### src/rtl/booth_pkg.sv
// Shared types and constants for the sequential radix-2 Booth multiplier.
package booth_pkg;

    localparam int unsigned DEFAULT_WIDTH = 4;

    typedef enum logic {
        IDLE = 1'b0,
        CALC = 1'b1
    } state_t;

    typedef enum logic [1:0] {
        OP_NONE = 2'b00,
        OP_ADD  = 2'b01,
        OP_SUB  = 2'b10
    } booth_op_t;

    // Radix-2 Booth recoding of the {Q[0], Q_1} bit pair.
    function automatic booth_op_t decode_op(input logic q0, input logic q_1);
        case ({q0, q_1})
            2'b01:   return OP_ADD;
            2'b10:   return OP_SUB;
            default: return OP_NONE;
        endcase
    endfunction

endpackage

### src/rtl/booth_step.sv
// One combinational Booth iteration: conditional add/subtract of M into A,
// then arithmetic right shift of {A, Q, Q_1}.
module booth_step
    import booth_pkg::*;
#(
    parameter int unsigned WIDTH = DEFAULT_WIDTH
) (
    input  logic [WIDTH:0]   a,
    input  logic [WIDTH-1:0] q,
    input  logic             q_1,
    input  logic [WIDTH-1:0] m,
    output logic [WIDTH:0]   a_next,
    output logic [WIDTH-1:0] q_next,
    output logic             q_1_next
);

    logic [WIDTH:0] m_ext;
    logic [WIDTH:0] sum;

    assign m_ext = {m[WIDTH-1], m};

    always_comb begin
        sum = a;
        case (decode_op(q[0], q_1))
            OP_ADD:  sum = a + m_ext;
            OP_SUB:  sum = a - m_ext;
            default: sum = a;
        endcase
        a_next   = {sum[WIDTH], sum[WIDTH:1]};
        q_next   = {sum[0], q[WIDTH-1:1]};
        q_1_next = q[0];
    end

endmodule

### src/rtl/booth_seq_core.sv
// Sequential radix-2 Booth multiplier: one iteration per clock, registered
// busy/done/product, operands captured only when a start is accepted.
module booth_seq_core
    import booth_pkg::*;
#(
    parameter int unsigned WIDTH = DEFAULT_WIDTH,
    parameter int unsigned CNT_W = 3
) (
    input  logic               clk,
    input  logic               rst_n,
    input  logic               start,
    input  logic [WIDTH-1:0]   m_in,
    input  logic [WIDTH-1:0]   q_in,
    output logic               busy,
    output logic               done,
    output logic [2*WIDTH-1:0] product
);

    state_t           state;
    logic [WIDTH:0]   a;
    logic [WIDTH-1:0] q;
    logic             q_1;
    logic [WIDTH-1:0] m_r;
    logic [CNT_W-1:0] count;

    logic [WIDTH:0]   a_next;
    logic [WIDTH-1:0] q_next;
    logic             q_1_next;

    booth_step #(.WIDTH(WIDTH)) u_step (
        .a        (a),
        .q        (q),
        .q_1      (q_1),
        .m        (m_r),
        .a_next   (a_next),
        .q_next   (q_next),
        .q_1_next (q_1_next)
    );

    always_ff @(posedge clk or negedge rst_n) begin
        if (!rst_n) begin
            state   <= IDLE;
            busy    <= 1'b0;
            done    <= 1'b0;
            product <= '0;
            a       <= '0;
            q       <= '0;
            q_1     <= 1'b0;
            m_r     <= '0;
            count   <= '0;
        end else begin
            done <= 1'b0;
            case (state)
                IDLE: begin
                    if (start) begin
                        m_r   <= m_in;
                        q     <= q_in;
                        a     <= '0;
                        q_1   <= 1'b0;
                        count <= CNT_W'(WIDTH);
                        busy  <= 1'b1;
                        state <= CALC;
                    end
                end
                CALC: begin
                    a     <= a_next;
                    q     <= q_next;
                    q_1   <= q_1_next;
                    count <= count - CNT_W'(1);
                    // Final iteration: the product comes straight from the step outputs.
                    if (count == CNT_W'(1)) begin
                        product <= {a_next[WIDTH-1:0], q_next};
                        done    <= 1'b1;
                        busy    <= 1'b0;
                        state   <= IDLE;
                    end
                end
                default: state <= IDLE;
            endcase
        end
    end

endmodule

### config.mk
export PLATFORM = sky130hd
export DESIGN_NAME = booth_seq_core
export DESIGN_NICKNAME = d
export VERILOG_FILES = /design/src/rtl/booth_pkg.sv /design/src/rtl/booth_step.sv /design/src/rtl/booth_seq_core.sv
export SDC_FILE = /design/constraint.sdc
export NUM_CORES = 1
export LEC_CHECK = 0
export ABC_AREA = 0
export BUFFER_PORTS_ARGS = -buffer_cell sky130_fd_sc_hd__buf_4
export CORE_MARGIN = 4
export CORE_UTILIZATION = 30
export CTS_CLUSTER_DIAMETER = 30
export CTS_CLUSTER_SIZE = 16
export DETAILED_ROUTE_END_ITERATION = 8
export PLACE_DENSITY_LB_ADDON = 0.25
export SETUP_SLACK_MARGIN = 0.02
export SKIP_LAST_GASP = 1
export SLEW_MARGIN = 0
export SYNTH_ARGS = -nofsm -noshare
export SYNTH_HDL_FRONTEND = slang
export SYNTH_SLANG_ARGS = --single-unit
export TNS_END_PERCENT = 50
### constraint.sdc
create_clock -name clk -period 2.96 [get_ports clk]
set_input_delay 0.296 -clock clk [delete_from_list [all_inputs] [get_ports clk]]
set_output_delay 0.296 -clock clk [all_outputs]
set_load 0.02 [all_outputs]
## Word-level counts from Yosys, hierarchy flattened

Index checks and enable logic that the tools add are counted.

- Bitwise gates (word level): 1
- Equal/unequal tests: 7
- Muxes and demuxes: 18
- Add/sub/neg operators: 3
- Reductions and logical operators: 3

Operators by type and width:

| operator | number |
|---|---|
| $pmux W5 S2 | 2 |
| $pmux W4 S2 | 1 |
| $mux W1 | 7 |
| $pmux W1 S2 | 3 |
| $pmux W3 S2 | 1 |
| $reduce_and A2 Y1 | 3 |
| $add A5 B5 Y5 | 1 |
| $mux W5 | 1 |
| $sub A5 B5 Y5 | 1 |
| $eq A2 B1 Y1 const B | 2 |
| $eq A2 B2 Y1 const B | 2 |
| $mux W4 | 1 |
| $pmux W2 S2 | 1 |
| $eq A3 B1 Y1 const B | 1 |
| $mux W3 | 1 |
| $sub A3 B1 Y3 const B | 1 |
| $ne A2 B1 Y1 const B | 1 |
| $ne A2 B2 Y1 const B | 1 |
| $not A1 Y1 | 1 |

- Register bits: 28
- Output and inout port bits: 10
- Input bits: 11

## Longest topological paths before layout

- Word-level depth: 5
- Depth in mapped cells: 10

## Cells and area by module

From an unflattened synthesis, not the netlist that was laid out.

- Cell total of the unflattened synthesis: 137
- Area, all modules: 1492.7 µm²

By module, submodules not included:

| module | times used | sequential area each (µm²) | cells each | area an instance (µm²) |
|---|---|---|---|---|
| booth_seq_core | 1 | 700.7 | 81 | 1108.6 |
| booth_step | 1 | 0.0 | 56 | 384.1 |

## Worst setup path before layout

Ideal clock, no wire load.

- Path kind: flip-flop to flip-flop
- Start point: reg q_1
- End point: reg product[7]
- Library setup time: 0.122 ns
- Cell stages (with the launch flop): 10
- Clock period less this slack: 2.205 ns
- Data required time: 2.838 ns
- Buffers on the path: 0
- Setup slack: 0.755 ns
- Data arrival time: 2.084 ns
- Cell sequence: dfrtp_1 > inv_1 > ha_1 > mux2_2 > fa_1 > nand2b_1 > a21oi_1 > xnor2_1 > mux2i_1 > nand2_1

- Longest elaborated chain between the ends: 4
- Elaborated cells between the ends (all ways): 6
- Classes of those cells: eq/ne: 4; mux: 2

Ends and longest elaborated chain:

| item | RTL line | source |
|---|---|---|
| start, declared | booth_seq_core.sv:22 | `logic q_1;` |
| start signal, assigned | booth_seq_core.sv:68 | `q_1 <= q_1_next;` |
| $eq A2 B2 Y1 / $eq A2 B1 Y1 (equally long branches) | booth_pkg.sv:19 | `case ({q0, q_1})` |
| $pmux W2 S2 * | booth_pkg.sv:19 |  |
| $eq A2 B2 Y1 / $eq A2 B1 Y1 (equally long branches) | booth_step.sv:24 | `case (decode_op(q[0], q_1))` |
| $pmux W5 S2 * | booth_step.sv:24 |  |
| end signal, assigned | booth_seq_core.sv:72 | `product <= {a_next[WIDTH-1:0], q_next};` |
| end, declared | booth_seq_core.sv:16 | `output logic [2*WIDTH-1:0] product` |

Mark *: on every way between the ends. The rest lies on a longest branch, timed or not.
A chain may end at the register's enable or synchronous reset.

## Final worst setup path

Ends and elaborated chain as after synthesis.

==> results.txt <==
Cells after Synth = 142
Area leader, netlist = dfrtp_1
Post-CTS setup buffers = 0
H-tree level count = 1
Post-CTS resize count = 0
Clk sinks = 27
Post-synthesis sequential area ratio = 0.4770
Startpoint Class = register
Row count = 24
CP endpoint = product[7]$_DFFE_PN0P_
Async SR Flop Fraction = 1.000
Setup tns final = 0 ns
Worst Setup End Kind = register
Pleak = 0.8089 nW
Share of the synthesized area in the top cell type = 0.4770
Initial antenna violation count = 0
Synthesized Nets = 162
Drt wl/cell = 12.48 microns
Relative slew slack = 0.5158
Dpl ws = 0.6559 ns
Worst Tran Pin Value = 0.7263 ns
DR iter-0 viols = 54
Worst-path cell chain = inv_1 -> ha_1 -> mux2_2 -> fa_1 -> nand2b_1 -> a21oi_1 -> xnor2_1 -> mux2i_1 -> nand2_1
Required time of the critical path = 3.13 ns
Cell Pwr Density = 1336 nW/um^2
Area grow syn2layout = 16.87%
First-pass DRT Iterations = 4
Largest net degree at the start of global routing = 28
Top post-synthesis cells by area = dfrtp_1 48%, ha_1 7.1%, nand2_1 5.6%
Number of synthesized flops with an enable pin = 0
Vias = 1018
Worst path max stage delay = 0.43 ns
Via density = 4.779
Final Max Tran Viols = 0
Ys Warns = 0
Post-synth top flop = dfrtp_1
DRC viols = 0
Setup ws final = 0.6367 ns
Unrepaired setup endpoints after global routing = false
Die width = 76.71 microns
Post-synth design cell area = 1416 sq um
FF-to-FF setup slack = 0.64 ns
Synth unique cells = 29
Final critical-path required period = 2.323 ns
CORE AREA = 4474 sq um
First-pass GRT wire length = 4726 microns
Period utilisation layout = 0.7849
I/O pin count = 21
Gr usage total = 0.09993
Die Outline Area = 5884 sq um
Die Y = 76.71 microns
Clock slew seen by the registers of the worst setup and hold paths = 0.09 ns
Initial Util = 0.3166
CTS Buffer Depth = 2
Final WL = 2659 microns
Max rail drop VDD = 0.0003817 V
Fmax = 430.4 MHz
FILL cells = 449
Final clock skew = 0.005091 ns
Max stage delay cell, worst path = fa_1
Total grt overflow = 0
Crit Path Max Fanout = 5
Worst r2r src = q_1$_DFFE_PN0P_
Synth Register Bits = 27
Routability cong. = 0.8222
Endpoints failing setup = 0
Hold Fails Final Rpt = 0
Post-layout util = 0.3700
Number of max-cap violations = 0
Reg2reg path depth = 9
ANT nets after route = 0
# nets final = 182
Root Driver = clkbuf_8
Layout cells sized above 1 = 0.1925
HPWL after DPL = 1964 microns
Vias in the first global route = 1031
Worst setup path startpoint = q_1$_DFFE_PN0P_
Status = finished, final reports clean
# diodes = 0
CTS tree = built
Clock latency on the worst-skew pair = 0.28 ns
WP data arrival = 2.49 ns
Num CTS Buffers = 3
Port-buffer cells = 20
Syn Area/Cell = 9.974 sq um
Hold WC Path Type = primary input to register
Critical R2R Capture = product[7]$_DFFE_PN0P_
Critical path type = register to register
-- metrics by stage --
stage / hold slack (ns) / instance area (sq um) / total power [mW] / cells
4_1_cts: 0.2151 / 1655 / 2.251 / 213
3_3_place_gp: 0.2269 / 1597 / 1.991 / 208
5_1_grt: 0.2309 / 1655 / 2.471 / 213
3_5_place_dp: 0.2342 / 1597 / 2.020 / 208
6_report: 0.2229 / 1655 / 2.212 / 213
2_1_floorplan: 0.0004090 / 1416 / 1.715 / 142
-- repair_timing --
item	in CTS	in global routing
endpoints found under the hold margin	27	0
hold buffers	1	0
setup endpoints to repair	0	0
-- cell families (layout without fill, tap and decap cells) --
| kind of cell | count (synthesis) | after routing | share of synthesized area |
|---|---|---|---|
| AND/OR/NAND/NOR | 47 | 47 | 0.1555 |
| flip-flops | 27 | 27 | 0.4770 |
| AO/OA/AOI/OAI | 26 | 26 | 0.1095 |
| buffers and inverters | 16 | 35 | 0.05477 |
| multiplexers | 11 | 11 | 0.08127 |
| adder cells (fa/ha/maj) | 9 | 9 | 0.08481 |
| XOR/XNOR | 6 | 6 | 0.03710 |
-- synth_stat cells (all sizes together), types with 2 or more instances --
cell / count
nor3: 4
buf: 5
ha: 8
mux2: 4
a21o: 3
dfrtp: 27
nor2: 8
xnor2: 4
or2: 2
nor2b: 3
inv: 9
o21ai: 9
a21oi: 8
xor2: 2
nand2b: 6
nand2: 21
o31ai: 4
mux2i: 7
-- state kept, by name (all words and copies together) (netlist names) --
signal,flops
product,8
q,4
a,4
m_r,4
state,1
q_1,1
count,3
done,1
busy,1
-- layout by cell type (no fill, tap or decap), types with 4 or more instances in the layout --
cell / n
buf_4: 20
nor3_1: 4
nand2b_1: 6
mux2i_1: 7
nand2_1: 21
mux2_2: 4
o31ai_1: 4
ha_1: 8
nor2_1: 8
xnor2_1: 4
dfrtp_1: 27
o21ai_0: 8
a21oi_1: 8
inv_1: 9
-- where the power goes --
part | switching, mW | internal, mW | total (mW) | leakage (nW)
clock | 0.122 | 0.0957 | 0.218 | 0.0217
sequential | 0.162 | 0.558 | 0.720 | 0.329
combinational | 0.668 | 0.606 | 1.27 | 0.458
-- critical path: cells and delay by family, from the launching register on --
| family | cells | cell delay [ns] |
|---|---|---|
| compound gates | 1 | 0.15 |
| xor+xnor | 1 | 0.18 |
| fa+ha+maj | 2 | 0.65 |
| buf+inv | 1 | 0.07 |
| flops | 1 | 0.37 |
| mux | 2 | 0.59 |
| simple gates | 2 | 0.22 |
-- routing by layer --
layer  GRT usage  up-vias  share of wire
met5           0        -              0
met3     0.02108        4          0.039
met4     0.05978        0          0.024
li1            -      512              -
met2      0.1664       19           0.48
met1      0.1176      483           0.46
-- area by class of cell --
cell class	count	area (sq um)	area share
Clock buffer	3	41.29	0.02494
Clock inverter	1	7.507	0.004535
Inverter	10	42.54	0.02570
Multi-Input combinational cell	99	663.1	0.4006
Sequential cell	27	675.6	0.4082
Tap cell	52	65.06	0.03930
Timing Repair Buffer	21	160.2	0.09675
-- worst min path at each step --
| stage | cells after the start | to | from | slack (ns) |
|---|---|---|---|---|
| floorplan | 0 | a[0]$_DFFE_PN0P_ | rst_n | 0.0004 |
| CTS | 3 | m_r[0]$_DFFE_PN0P_ | m_in[0] | 0.22 |
| finish | 3 | m_r[0]$_DFFE_PN0P_ | m_in[0] | 0.22 |
| detailed placement | 1 | a[3]$_DFFE_PN0P_ | rst_n | 0.23 |
| global route | 3 | m_r[1]$_DFFE_PN0P_ | m_in[1] | 0.23 |
| global placement | 1 | a[3]$_DFFE_PN0P_ | rst_n | 0.23 |
Power figures use the tool's default switching activity.
